<file path="src/rtl/clock_ctrl.sv">
// Programmable clock-enable generator: free-run, single-step and counted-burst
// modes over a loadable integer divider; every output comes straight from a flop.
module clock_ctrl #(
    parameter int DIV_W       = 8,
    parameter int DEFAULT_DIV = 3
) (
    input  logic             clk_i,
    input  logic             reset_i,
    input  logic             run_i,
    input  logic             step_i,
    input  logic             stop_i,
    input  logic             burst_start_i,
    input  logic [15:0]      burst_len_i,
    input  logic [DIV_W-1:0] div_i,
    input  logic             div_load_i,
    output logic             tick_o,
    output logic [1:0]       state_o,
    output logic             busy_o,
    output logic             done_o,
    output logic [15:0]      tick_count_o
);

    localparam logic [1:0] ST_IDLE  = 2'd0;
    localparam logic [1:0] ST_RUN   = 2'd1;
    localparam logic [1:0] ST_STEP  = 2'd2;
    localparam logic [1:0] ST_BURST = 2'd3;
    localparam logic [DIV_W-1:0] ONE = DIV_W'(1);

    logic [1:0]       state_q, state_d;
    logic [DIV_W-1:0] cnt_q, cnt_d, cnt_inc_s;
    logic [DIV_W-1:0] ratio_q, ratio_d;
    logic [15:0]      rem_q, rem_d, rem_base_s;
    logic             tick_q, tick_d;
    logic             done_q, done_d;
    logic             busy_q, busy_d;
    logic [15:0]      tick_count_q, tick_count_d;
    logic             step_prev_q;
    logic             step_edge_s;

    // Next-state logic; tick/done are derived from the *next* state and count
    // so that the registered outputs line up with the registered state.
    always_comb begin
        step_edge_s = step_i & ~step_prev_q;
        cnt_inc_s   = (cnt_q == ratio_q - ONE) ? '0 : cnt_q + ONE;
        state_d     = state_q;
        cnt_d       = cnt_inc_s;
        ratio_d     = ratio_q;
        rem_base_s  = rem_q;
        case (state_q)
            ST_IDLE: begin
                cnt_d      = '0;
                rem_base_s = 16'd0;
                if (div_load_i) begin
                    ratio_d = (div_i == '0) ? ONE : div_i;
                end else begin
                    ratio_d = ratio_q;
                end
                if (burst_start_i && (burst_len_i != 16'd0)) begin
                    state_d    = ST_BURST;
                    rem_base_s = burst_len_i;
                end else if (step_edge_s) begin
                    state_d = ST_STEP;
                end else if (run_i) begin
                    state_d = ST_RUN;
                end else begin
                    state_d = ST_IDLE;
                end
            end
            ST_RUN: begin
                if (!run_i || stop_i) begin
                    state_d = ST_IDLE;
                    cnt_d   = '0;
                end else begin
                    state_d = ST_RUN;
                end
            end
            ST_STEP: begin
                if (stop_i || tick_q) begin
                    state_d = ST_IDLE;
                    cnt_d   = '0;
                end else begin
                    state_d = ST_STEP;
                end
            end
            ST_BURST: begin
                // rem_q is already decremented for the tick currently on the output
                if (stop_i || (tick_q && (rem_q == 16'd0))) begin
                    state_d    = ST_IDLE;
                    cnt_d      = '0;
                    rem_base_s = 16'd0;
                end else begin
                    state_d = ST_BURST;
                end
            end
            default: begin
                state_d    = ST_IDLE;
                cnt_d      = '0;
                rem_base_s = 16'd0;
            end
        endcase
        tick_d = (state_d != ST_IDLE) && (cnt_d == ratio_d - ONE);
        done_d = tick_d && ((state_d == ST_STEP) ||
                            ((state_d == ST_BURST) && (rem_base_s == 16'd1)));
        if (state_d == ST_BURST && tick_d) begin
            rem_d = rem_base_s - 16'd1;
        end else if (state_d == ST_BURST) begin
            rem_d = rem_base_s;
        end else begin
            rem_d = 16'd0;
        end
        busy_d       = (state_d != ST_IDLE);
        tick_count_d = tick_count_q + {15'd0, tick_d};
    end

    // State and output registers.
    always_ff @(posedge clk_i or posedge reset_i) begin
        if (reset_i) begin
            state_q      <= ST_IDLE;
            cnt_q        <= '0;
            ratio_q      <= DIV_W'(DEFAULT_DIV);
            rem_q        <= 16'd0;
            tick_q       <= 1'b0;
            done_q       <= 1'b0;
            busy_q       <= 1'b0;
            tick_count_q <= 16'd0;
            step_prev_q  <= 1'b0;
        end else begin
            state_q      <= state_d;
            cnt_q        <= cnt_d;
            ratio_q      <= ratio_d;
            rem_q        <= rem_d;
            tick_q       <= tick_d;
            done_q       <= done_d;
            busy_q       <= busy_d;
            tick_count_q <= tick_count_d;
            step_prev_q  <= step_i;
        end
    end

    assign tick_o       = tick_q;
    assign state_o      = state_q;
    assign busy_o       = busy_q;
    assign done_o       = done_q;
    assign tick_count_o = tick_count_q;

endmodule
</file>
<file path="config.mk">
export PLATFORM = sky130hd
export DESIGN_NAME = clock_ctrl
export DESIGN_NICKNAME = d
export VERILOG_FILES = /design/src/rtl/clock_ctrl.sv
export SDC_FILE = /design/constraint.sdc
export NUM_CORES = 1
export LEC_CHECK = 0
export BUFFER_PORTS_ARGS = -buffer_cell sky130_fd_sc_hd__buf_4
export CAP_MARGIN = 30
export CORE_ASPECT_RATIO = 1.1
export CORE_MARGIN = 2
export CORE_UTILIZATION = 50
export DETAILED_ROUTE_END_ITERATION = 6
export HOLD_SLACK_MARGIN = 0.06
export PLACE_DENSITY = 0.73
export SLEW_MARGIN = 20
export SYNTH_ARGS = -nofsm -noshare
export SYNTH_HDL_FRONTEND = slang
export SYNTH_SLANG_ARGS = --single-unit
</file>
<file path="constraint.sdc">
create_clock -name clk_i -period 3.8 [get_ports clk_i]
set_clock_uncertainty 0.05 [all_clocks]
set_input_delay 0.76 -clock clk_i [delete_from_list [all_inputs] [get_ports clk_i]]
set_output_delay 0.76 -clock clk_i [all_outputs]
set_load 0.01 [all_outputs]
</file>
=== Word-level counts from Yosys, hierarchy flattened ===
Index checks and enable logic that the tools add are counted.
Widths: inputs -> output; s select.

* Flip-flop bits (word level): 54
* Bits in latches: 0
* Memory bits (writable): 0
* ROM bits: 0
* Bits of input ports: 31
* Output and inout bits: 21
* Word-level logic and storage cells: 60
* Memories kept: 0

* $add $sub $neg: 5
* Multiply operators: 0
* Div/mod/pow operators: 0
* $lt $le $gt $ge: 0
* Equality and inequality tests: 8
* Shifts and indexed selects: 0
* Muxes and demuxes: 20
* Bitwise operators: 2
* Reductions and logical operators: 16

{| class="wikitable"
|+ Operator list
! operator !! number
|-
| $mux 16 || 4
|-
| $mux 8 || 7
|-
| $pmux 16 s2 || 1
|-
| $pmux 8 s4 || 1
|-
| $add 16x1->16 || 1
|-
| $eq 16x1->1 const B || 1
|-
| $eq 8x8->1 || 2
|-
| $logic_not 16->1 || 1
|-
| $reduce_bool 16->1 || 1
|-
| $sub 16x1->16 const B || 1
|-
| $sub 8x1->8 const B || 2
|-
| $add 8x1->8 const B || 1
|-
| $eq 2x2->1 const B || 4
|-
| $logic_not 8->1 || 1
|-
| $mux 2 || 4
|-
| $pmux 2 s4 || 1
|-
| $logic_and 1x1->1 || 6
|-
| $logic_or 1x1->1 || 4
|-
| $eq 2x1->1 const B || 1
|-
| $logic_not 2->1 || 1
|-
| $mux 1 || 2
|-
| $reduce_bool 2->1 || 1
|-
| $and 1x1->1 || 1
|-
| $logic_not 1->1 || 1
|-
| $not 1->1 || 1
|}

=== Logic depth before layout (Yosys ltp) ===
Gate-level depths: netlist of the first run.

* Word-level depth: 9
* Gate-level depth with buffers: 22
* Depth with buffers taken out: 21

=== Worst setup path after synthesis of the first run ===
Ideal clock, no wire load.

* Kind: input port to flip-flop
* Start point: in div_i[5]
* End point: reg tick_count_q[14], in the netlist tick_count_o[14]
* Library setup time: 0.079 ns
* Data arrival time: 3.936 ns
* Data required time: 3.671 ns
* Path slack: -0.265 ns
* Cell stages on the path: 19
* Buffers on the path: 0
* Cells stage by stage: nor3_1 -> a31oi_1 -> o21ai_0 -> inv_1 -> ha_1 -> o21ai_0 -> xor2_1 -> nor2b_1 -> a22oi_1 -> a2bb2oi_1 -> nor3_1 -> nand3_1 -> inv_1 -> ha_1 -> ha_1 -> nand3_1 -> or2_2 -> nor2_1 -> xor2_1

* Longest elaborated chain between the ends: 8

{| class="wikitable"
|+ RTL lines
! item !! line !! text
|-
| start, declared || 14 || <nowiki>input logic [DIV_W-1:0] div_i,</nowiki>
|-
| $logic_not 8->1 || 54 || <nowiki>ratio_d = (div_i == '0) ? ONE : div_i;</nowiki>
|-
| $mux 8 || 54 ||
|-
| $mux 8 || 53 || <nowiki>if (div_load_i) begin</nowiki>
|-
| $mux 8 || 49 || <nowiki>case (state_q)</nowiki>
|-
| net ratio_d[0] || 31 || <nowiki>logic [DIV_W-1:0] ratio_q, ratio_d;</nowiki>
|-
| $sub 8x1->8 || 101 || <nowiki>tick_d = (state_d != ST_IDLE) && (cnt_d == ratio_d - ONE);</nowiki>
|-
| $eq 8x8->1 || 101 ||
|-
| $logic_and 1x1->1 || 101 ||
|-
| net tick_d || 33 || <nowiki>logic tick_q, tick_d;</nowiki>
|-
| $add 16x1->16 || 112 || <nowiki>tick_count_d = tick_count_q + {15'd0, tick_d};</nowiki>
|-
| net tick_count_d[14] || 36 || <nowiki>logic [15:0] tick_count_q, tick_count_d;</nowiki>
|-
| end signal, assigned || 135 || <nowiki>tick_count_q <= tick_count_d;</nowiki>
|-
| end, declared || 36 ||
|}

The timed path passes the listed nets, and every way through them passes these cells.

=== Final worst setup path of the first run ===
* Start point: reg ratio_q[1]
* End point: reg tick_count_q[9], in the netlist tick_count_o[9]

* Longest elaborated chain between the ends: 8
* Elaborated cells between the ends (all ways): 13

{| class="wikitable"
|+ RTL lines
! item !! line !! text
|-
| start, declared || 31 ||
|-
| start signal, assigned || 120 || <nowiki>ratio_q <= DIV_W'(DEFAULT_DIV);</nowiki>
|-
| start signal, assigned || 130 || <nowiki>ratio_q <= ratio_d;</nowiki>
|-
| $sub 8x1->8 || 44 || <nowiki>cnt_inc_s = (cnt_q == ratio_q - ONE) ? '0 : cnt_q + ONE;</nowiki>
|-
| $eq 8x8->1 || 44 ||
|-
| $mux 8 || 44 ||
|-
| $mux 8 (on tied branches) || 87, 70, 78 ||
|-
| $pmux 8 s4 || 49 ||
|-
| $eq 8x8->1 (*) || 101 ||
|-
| $logic_and 1x1->1 (*) || 101 ||
|-
| net tick_d || 33 ||
|-
| $add 16x1->16 (*) || 112 ||
|-
| net tick_count_d[9] || 36 ||
|}

The timed path passes the listed nets; every way through them passes the cells marked *.

==> results.toml, run 1 <==
[clock_network]
cts_tree = "yes"
numCtsBuffers = 5
cts_buffer_depth = 2
clk_latency_ps = 310
clk_pin_slew_ps = 110
cts_sinks = 54
root_buffer = "clkbuf_8"
htree_num_levels = 2
cts_hold_buffers = 0

[detailed_routing]
drt-total-wl_um = 10200
antenna_left = 0
post_drt_wl_per_cell_um = 17.1
route.detailed.drc = 0
dr.pass1.iters = 5
vias_per_cell = 6.10
vias = 3648
drt_iter0_markers = 267

[setup_path]
crit_path_start = "ratio_q[1]"
start_kind = "flip-flop"
worstPathMaxFanout = 4
arrival_ps = 3810
crit-reg2reg-launch = "ratio_q[1]"
critical_path_required_ps = 3960
path_class = "reg -> reg"
cp-end-kind = "flip-flop"

[outcome]
status = "completed"

[sta]
hold_ws_ps = 439
hold_viol = 0
relSlewSlack_pct = 52.4
min_period_ps = 3650
drv_slew = 0
worst_slack_ps = 147
worstMarginPinSlew_ps = 714
setup_viol = 0
fmax_mhz = 274
period_share_pct = 96.1

[final_layout]
num_antenna_cells = 0
area_growth_pct = 25.4
layout.nets = 552
drive_above_1_share_pct = 30.7
final_common_cell = "buf_4"
final_cell_mix = "buf_4 (98), dfrtp_1 (52), nor2_1 (41)"

[floorplanning]
die-area_um2 = 8370
ios = 52
die-width_um = 87.4
core_um2 = 7430
row_count = 33
start_util_pct = 51.5
die_h_um = 95.7

[synth]
netlist_area_um2 = 3830
seq_area_frac_synth_pct = 35.4
ys.flop_type = "dfrtp_1"
ys_ff_latch = 54
yosys_warnings = 0
synth-async-reset-ratio_pct = 100
synth_fp_nets = 460
synthCells = 418
synth.distinct_cells = 71
syn_area_per_cell_um2 = 9.15
synth-edff-count = 0

[hold_path]
min-delay-start = "tick_count_o[15]"
hold_path_class = "reg -> reg"

[grt]
grt_max_degree = 33
track_usage_pct = 24.8
grt.overflow.total = 0
grt_pass1_vias = 3512
grt_pass1_wl_um = 16400
grt_antenna_before_repair = 0

[power_and_ir_drop]
cellPowerDensity_nw_per_um2 = 656
leakage_uw = 0.00226
max-vdd-ir-drop_v = 0.000261

[run]
drv_cap = 0

[place]
dp_hpwl_um = 7670
finalWeightedCongestion = 0.962
io_buffers = 51
dp_slack_ps = -282
[final timing paths]
path | endpoint | slack (ps) | cells after the start
max in group asynchronous | ratio_q[3] | 2420 | 3
max reg2reg | tick_count_o[9] | 150 | 16
min | tick_count_o[15] | 440 | 1
max | tick_count_o[9] | 150 | 16
min in group asynchronous | tick_count_o[1] | 510 | 2
min reg2reg | tick_count_o[15] | 440 | 1
[layer usage]
| layer | up-vias | track usage, % | wire length [um] | part of all wire [%] |
|---|---|---|---|---|
| li1 | 1723 | - | - | - |
| met2 | 169 | 40.8 | 4930 | 48 |
| met1 | 1726 | 33.0 | 4410 | 43 |
| met4 | 0 | 8.33 | 248 | 2.4 |
| met5 | - | 2.60 | 0 | 0 |
| met3 | 30 | 4.20 | 655 | 6.4 |
[stage by stage]
step | std cells | power, uW | setup TNS, ps | utilization, % | cell area [um2]
after floorplan | 418 | 2050 | 0 | - | 3850
after CTS | 594 | 3030 | 0 | 63.3 | 4700
final | 598 | 3150 | 0 | 64.6 | 4800
after global placement | 586 | 2620 | -873 | 62.0 | 4600
after global routing | 598 | 3380 | -12.4 | 64.6 | 4800
after detailed placement | 586 | 2670 | -1800 | 62.0 | 4600
[kinds of logic (layout without fill, tap and decap cells)]
group | count (synthesis) | in the layout | synth area share [%]
mux | 13 | 13 | 4.05
buf+inv | 36 | 129 | 4.15
simple gates | 182 | 182 | 26.4
xor+xnor | 36 | 36 | 8.60
flops | 54 | 54 | 35.4
compound gates | 86 | 86 | 17.8
fa+ha+maj | 11 | 11 | 3.60
[cells in the mapped netlist (all sizes together), types with 4 or more instances]
library cell | n | area share [%]
dfrtp | 52 | 34
nor2 | 43 | 4.3
nand2 | 34 | 3.7
inv | 22 | 2.2
xnor2 | 22 | 5.0
and3 | 19 | 3.1
o21ai | 17 | 2.2
nand3 | 15 | 2.0
nand4 | 15 | 2.6
nor3 | 13 | 2.0
xor2 | 13 | 3.0
a22oi | 12 | 2.4
ha | 11 | 3.6
buf | 8 | 1.4
mux2 | 8 | 2.7
a211oi | 7 | 1.4
nor2b | 7 | 1.1
clkbuf | 6 | 0.59
a22o | 5 | 1.1
mux2i | 5 | 1.3
nand2b | 5 | 0.82
a211o | 4 | 0.92
a21oi | 4 | 0.52
a31oi | 4 | 1.0
or2 | 4 | 0.65
[what timing repair did]
action	in CTS	in global routing
buffers inserted	0	4
setup endpoints to repair	0	10
gates resized for setup	0	19
endpoints found under the hold margin	0	0
[sequential cells by signal, indices dropped and copies added, names as in the netlist]
name / flops
busy_o: 1
cnt_q: 8
done_o: 1
ratio_q: 8
rem_q: 16
state_o: 2
step_prev_q: 1
tick_count_o: 16
tick_o: 1
[where the power goes]
| part | internal (uW) | switching [uW] | total (uW) |
|---|---|---|---|
| sequential | 667 | 131 | 798 |
| combinational | 862 | 1140 | 2000 |
| clock | 138 | 212 | 350 |
[critical path, stage by stage, from the launching register on]
cell and delay [ps]:
dfstp_2 600, inv_2 70, ha_4 260, xor2_1 120, nand2_1 120, nor4b_4 340
and4_4 290, or4_1 110, nand4_1 150, nor3_2 270, nand3_1 150, inv_2 100
ha_4 140, and3_4 190, nand2_1 70, or3_1 360, xnor2_2 160
[area by class of cell]
cell class                 count  area [um2]
clock buffer                   5        68.8
clock inverter                 3        28.8
fill                         617        2630
inverter                      22        82.6
multi-input combinational    328        2400
sequential                    54        1350
tap                           87         109
timing repair buffer          99         756
No activity file was read; power rests on OpenSTA's default activity.
==> run 2: changes to the inputs <==
Settings changed: ABC_AREA set to 1, PLACE_DENSITY 0.73 to 0.72.
==> run 2 against run 1 <==
Worst setup slack got worse by 28 ps; routed wire length up 4.4%; area after synthesis is 6.1% higher; core utilization decreased by 0.27 points; fmax fell by 0.75%; critical endpoint is now tick_count_o[15].
==> results.toml, run 2 <==
[synth]
yosys.area.top_type = "dfrtp_1"
synth_fp_nets = 636
synth_compound_area_share_pct = 2.16
synthXorXnorAreaFrac_pct = 6.90
synthMuxAreaShare_pct = 0
seq_area_frac_synth_pct = 33.3
synthSimpleGateAreaFrac_pct = 44.5
synth_adder_area_share_pct = 3.39
synthCells = 594
synth-async-reset-ratio_pct = 100
yosysMostFrequentCell = "nand2_1"
synth_common_cells = "nand2_1 (186), inv_1 (77), nor2_1 (67)"
netlist_area_um2 = 4060
yosys_warnings = 0
ys.flop_type = "dfrtp_1"
synth-edff-count = 0
synth.distinct_cells = 33
syn_area_per_cell_um2 = 6.84
synth.area.top_cells = "dfrtp_1 (32%), nand2_1 (17%), inv_1 (7.1%), nand4_1 (6.9%), nor2_1 (6.2%)"
synth.top_cell.area_share_pct = 32.0
ys_ff_latch = 54
synth_top_family_by_area = "simple AND/OR/NAND/NOR gates"

[detailed_routing]
vias_per_cell = 5.15
antenna_left = 0
drt-total-wl_um = 10700
drt_iter0_markers = 174
post_drt_wl_per_cell_um = 13.5
vias = 4079
route.detailed.drc = 0
dr.pass1.iters = 4

[setup_path]
crit_slowest_cell = "dfstp_2"
critical_path_required_ps = 4000
start_kind = "flip-flop"
path_class = "reg -> reg"
crit_buf_inv = 4
slowest_delay_ps = 570
crit_path_frequent_cell = "nand2_1"
crit_family = "simple AND/OR/NAND/NOR gates"
cp-end-kind = "flip-flop"
arrival_ps = 3880
r2r_slack_ps = 120
regToRegEndpoint = "tick_count_o[15]"
worstPathMaxFanout = 8
crit-reg2reg-launch = "ratio_q[1]"
reg2reg_depth = 25

[final_layout]
area_growth_pct = 25.3
layout.nets = 725
final_cell_mix = "nand2_1 (184), buf_4 (92), inv_1 (71)"
num_antenna_cells = 0
fillers = 684
drive_above_1_share_pct = 25.3
final_common_cell = "nand2_1"

[outcome]
status = "completed"

[floorplanning]
die-width_um = 89.9
core_um2 = 7910
die_h_um = 98.5
die-area_um2 = 8860
row_count = 34
start_util_pct = 51.3
ios = 52

[sta]
fmax_mhz = 272
worstMarginPinSlew_ps = 832
hold_ws_ps = 443
hold_viol = 0
rsz0062_at_grt = "true"
period_share_pct = 96.9
setup_viol = 0
relSlewSlack_pct = 44.3
drv_slew = 0
min_period_ps = 3680

[place]
io_buffers = 51
finalWeightedCongestion = 0.918
dp_hpwl_um = 7950

[grt]
grt_max_degree = 33
grt_pass1_vias = 3949
track_usage_pct = 24.2
grt_pass1_wl_um = 17600
grt_antenna_before_repair = 0
grt.overflow.total = 0

[run]
drv_cap = 0

[clock_network]
clk_pin_slew_ps = 100
cts_sinks = 54
root_buffer = "clkbuf_8"
cts_hold_buffers = 0
numCtsBuffers = 5
cts_tree = "yes"
clk_latency_ps = 320
htree_num_levels = 2
cts_buffer_depth = 2

[hold_path]
min-delay-start = "tick_count_o[15]"
whs_path_depth = 1
hold_end = "tick_count_o[15]"
hold_path_class = "reg -> reg"

[power_and_ir_drop]
cellPowerDensity_nw_per_um2 = 650
leakage_uw = 0.00289
p_total_uw = 3310
max-vdd-ir-drop_v = 0.000377
## run 2: cell count changes after synthesis, sizes merged, moves of 9 or more
cell	before	now
nand4	15	46
nand2	34	201
o21ai	17	6
xor2	13	24
nor2	43	80
inv	22	85
nand3	15	46
xnor2	22	8
and3	19	1
nor3	13	4
a22oi	12	0
## run 2: repair_timing
item	CTS	global route
setup buffers	3	5
pin swaps	3	18
endpoints found under the hold margin	0	0
cloned	1	0
endpoints found under the setup margin	6	9
resized for setup	8	29
## run 2: area by class of cell
cell class	count	area, um2	share of cell area [%]
repair buffers	92	691	13.6
clock buffers	6	82.6	1.62
multi-input cells	445	2490	48.9
well taps	108	135	2.66
clock inverters	2	17.5	0.344
flip-flops and latches	54	1350	26.6
inverters	85	322	6.32
## run 2: logic make-up (layout without fill, tap and decap cells)
group	count (synthesis)	in the layout
xor gates and xnor gates	32	32
AOI/OAI and AO/OA	11	11
adders and majority gates	11	11
buffers and inverters	96	185
and+or+nand+nor	390	391
DFF	54	54
## run 2: worst max path at each step
stage	cells after the start	slack (ps)	to	startpoint
global placement	26	-50	tick_count_o[14]	div_i[5]
detailed placement	25	-270	tick_count_o[15]	div_i[3]
global route	26	-150	tick_count_o[15]	state_o[1]
CTS	27	-7	tick_count_o[15]	ratio_q[1]
floorplan	28	2	tick_count_o[14]	state_o[0]
finish	25	120	tick_count_o[15]	ratio_q[1]
## run 2: worst reg2reg max path, cell delays in order (launching register included)
cell and delay, ps:
dfstp_2 570, inv_4 50, ha_4 260, inv_2 30
nand2_1 40, nand2_1 50, nor2_1 120, nand3_1 130
a21oi_4 170, nand3_4 150, nand3_1 140, nand2_1 60
nand2_1 80, nand3_1 90, nor2_2 160, nand2_2 90
inv_2 80, ha_4 150, nand3_2 110, nor3_4 180
inv_1 100, nor3_2 140, and3_4 230, nand3_2 110
nor2_4 140, xor2_1 150
## run 2: power by group
| group | internal, uW | switching [uW] |
|---|---|---|
| Sequential | 662 | 88.9 |
| Combinational | 771 | 1430 |
| Clock | 151 | 205 |
| Total | 1580 | 1720 |
## run 2: per-stage QoR
step,instance area [um2],setup slack (ps),TNS [ps],utilization [%],std cells
after detailed placement,4750,-272,-958,60.1,775
after CTS,4920,-6.81,-6.81,62.2,787
after global placement,4750,-46.5,-103,60.1,775
after global routing,5090,-153,-619,64.3,792
final,5090,119,0,64.3,792
after floorplan,4060,2.12,0,-,594
## run 2: routing by layer
| layer | vias up | global-route usage (%) | wire, um |
|---|---|---|---|
| li1 | 2056 | - | - |
| met1 | 1881 | 28.1 | 4330 |
| met5 | - | 0 | 0 |
| met3 | 32 | 2.75 | 310 |
| met4 | 0 | 12.3 | 450 |
| met2 | 110 | 44.2 | 5590 |
==> run 3: changes to the inputs <==
Settings changed: CORE_MARGIN 2 to 10.
==> run 3 against run 2 <==
Worst setup slack worse by 78 ps; combinational power is 4% higher; clock-buffer cell count stayed put; die area is 37% higher; sequential share of layout area is 0.38 points lower; fmax is 2.1% lower; sequential power hardly changed; global-route usage is 6.3 points lower; flip-flop and latch count stayed put; non-clock buffer count is 2 higher; first-iteration DRC count is 59% higher; critical path type unchanged; routed wire length is 8.4% higher.
==> results.toml, run 3 (synthesized netlist as in run 2, its figures left out) <==
[final_layout]
final_common_cell = "nand2_1"
drive_above_1_share_pct = 27.1
fin_util_pct = 65.2
num_antenna_cells = 0
final_cell_mix = "nand2_1 (183), buf_4 (94), inv_1 (71)"
layout.nets = 727
layoutNonFillerInstCount = 794
area_growth_pct = 27.1

[power_and_ir_drop]
p_seq_share_pct = 22.3
switchingPower_uw = 1770
leakage_uw = 0.00290
p_int_uw = 1600
cellPowerDensity_nw_per_um2 = 654
max-vdd-ir-drop_v = 0.000337
power_frac_comb_pct = 67.4
swShare_pct = 52.5
p_clk_share_pct = 10.3

[sta]
relSlewSlack_pct = 35.4
drv_slew = 0
finalSetupTns_ps = 0
fmax_mhz = 266
worst_slack_ps = 41.3
setup_viol = 0
hold_viol = 0
worstMarginPinSlew_ps = 966
min_period_ps = 3760
period_share_pct = 98.9

[detailed_routing]
dr.pass1.iters = 5
vias_per_cell = 5.20
vias = 4132
route.detailed.drc = 0
drt-total-wl_um = 11600
post_drt_wl_per_cell_um = 14.6
antenna_left = 0
drt_iter0_markers = 276

[setup_path]
crit_slowest_cell = "dfstp_2"
cp-end-kind = "flip-flop"
slowest_delay_ps = 570
path_class = "reg -> reg"
critical_path_required_ps = 3960
arrival_ps = 3920
path_cells = "inv_4 -> ha_4 -> or2_4 -> nand3b_1 -> nand3_2 -> nor2_4 -> nand3_4 -> nand4_1 -> nand2_1 -> nor2_1 -> nand2_1 -> nor2_2 -> nand2_2 -> inv_2 -> ha_4 -> ha_4 -> nand3_4 -> nor3_2 -> nand2_1 -> nor2_2 -> nand3_2 -> nor2_2 -> nand3_2 -> xnor2_1"
start_kind = "flip-flop"
worstPathMaxFanout = 8

[floorplanning]
ios = 52
die-width_um = 106
die_h_um = 115
row_count = 34
core_um2 = 7910
die-area_um2 = 12100
start_util_pct = 51.3

[grt]
grt_max_degree = 34
track_usage_pct = 17.9
grt_antenna_before_repair = 0
grt.overflow.total = 0
grt_pass1_vias = 4053
grt_pass1_wl_um = 18400

[run]
drv_cap = 0

[clock_network]
root_buffer = "clkbuf_8"
clk_latency_ps = 310
htree_num_levels = 2
clk_pin_slew_ps = 100
cts_hold_buffers = 0
cts_buffer_depth = 2
cts_tree = "yes"
cts_sinks = 54
numCtsBuffers = 5

[hold_path]
hold_path_class = "reg -> reg"

[place]
dp.cells = 773
dp_hpwl_um = 8410
finalWeightedCongestion = 0.940
dp_slack_ps = -183
io_buffers = 51

[outcome]
status = "completed"
-- run 3: what timing repair did --
action / in CTS / in global routing
pin swaps: 3 / 21
resized for setup: 5 / 44
buffers inserted: 6 / 6
endpoints found under the setup margin: 4 / 10
endpoints found under the hold margin: 0 / 0
cloned: 1 / 0
-- run 3: cell type report --
cell class | count | area, um2
multi-input combinational | 445 | 2540
sequential | 54 | 1350
timing repair buffer | 94 | 706
tap | 108 | 135
clock buffer | 6 | 82.6
clock inverter | 2 | 17.5
fill | 717 | 2750
inverter | 85 | 322
-- run 3: final timing paths --
kind / cells past startpoint / from / slack (ps) / end
setup reg to reg: 24 / ratio_q[1] / 40 / tick_count_o[14]
hold / removal: 1 / tick_count_o[15] / 440 / tick_count_o[15]
min in group asynchronous: 2 / reset_i / 510 / tick_count_o[4]
max in group asynchronous: 3 / reset_i / 2370 / ratio_q[0]
setup / recovery: 24 / ratio_q[1] / 40 / tick_count_o[14]
hold reg to reg: 1 / tick_count_o[15] / 440 / tick_count_o[15]
-- run 3: power by group through the flow --
| stage | Clock [uW] | Combinational (uW) | Sequential (uW) |
|---|---|---|---|
| finish | 347 | 2280 | 754 |
| global route | 380 | 2510 | 763 |
| CTS | 354 | 2100 | 742 |
| detailed placement | 0 | 2060 | 753 |
| global placement | 0 | 2000 | 750 |
| floorplan | 0 | 1510 | 747 |
-- run 3: critical path: cells and delay by family (launching register included) --
| family | cells | cell delay, ps |
|---|---|---|
| AND/OR/NAND/NOR | 18 | 2290 |
| flip-flops | 1 | 570 |
| adder cells (fa/ha/maj) | 3 | 470 |
| buffers and inverters | 2 | 130 |
| XOR/XNOR | 1 | 130 |
-- run 3: stage by stage --
step	total power (uW)	cell area, um2	hold WS, ps
final	3380	5160	438
after detailed placement	2820	4740	421
after CTS	3200	4920	435
after global routing	3650	5160	473
after floorplan	2250	4060	454
after global placement	2750	4740	415
-- run 3: metal layers --
| layer | track usage [%] | vias up | wire (um) |
|---|---|---|---|
| li1 | - | 2060 | - |
| met1 | 19.2 | 1951 | 4600 |
| met2 | 35.1 | 98 | 6350 |
| met3 | 2.14 | 23 | 383 |
| met4 | 6.05 | 0 | 252 |
| met5 | 0 | - | 0 |
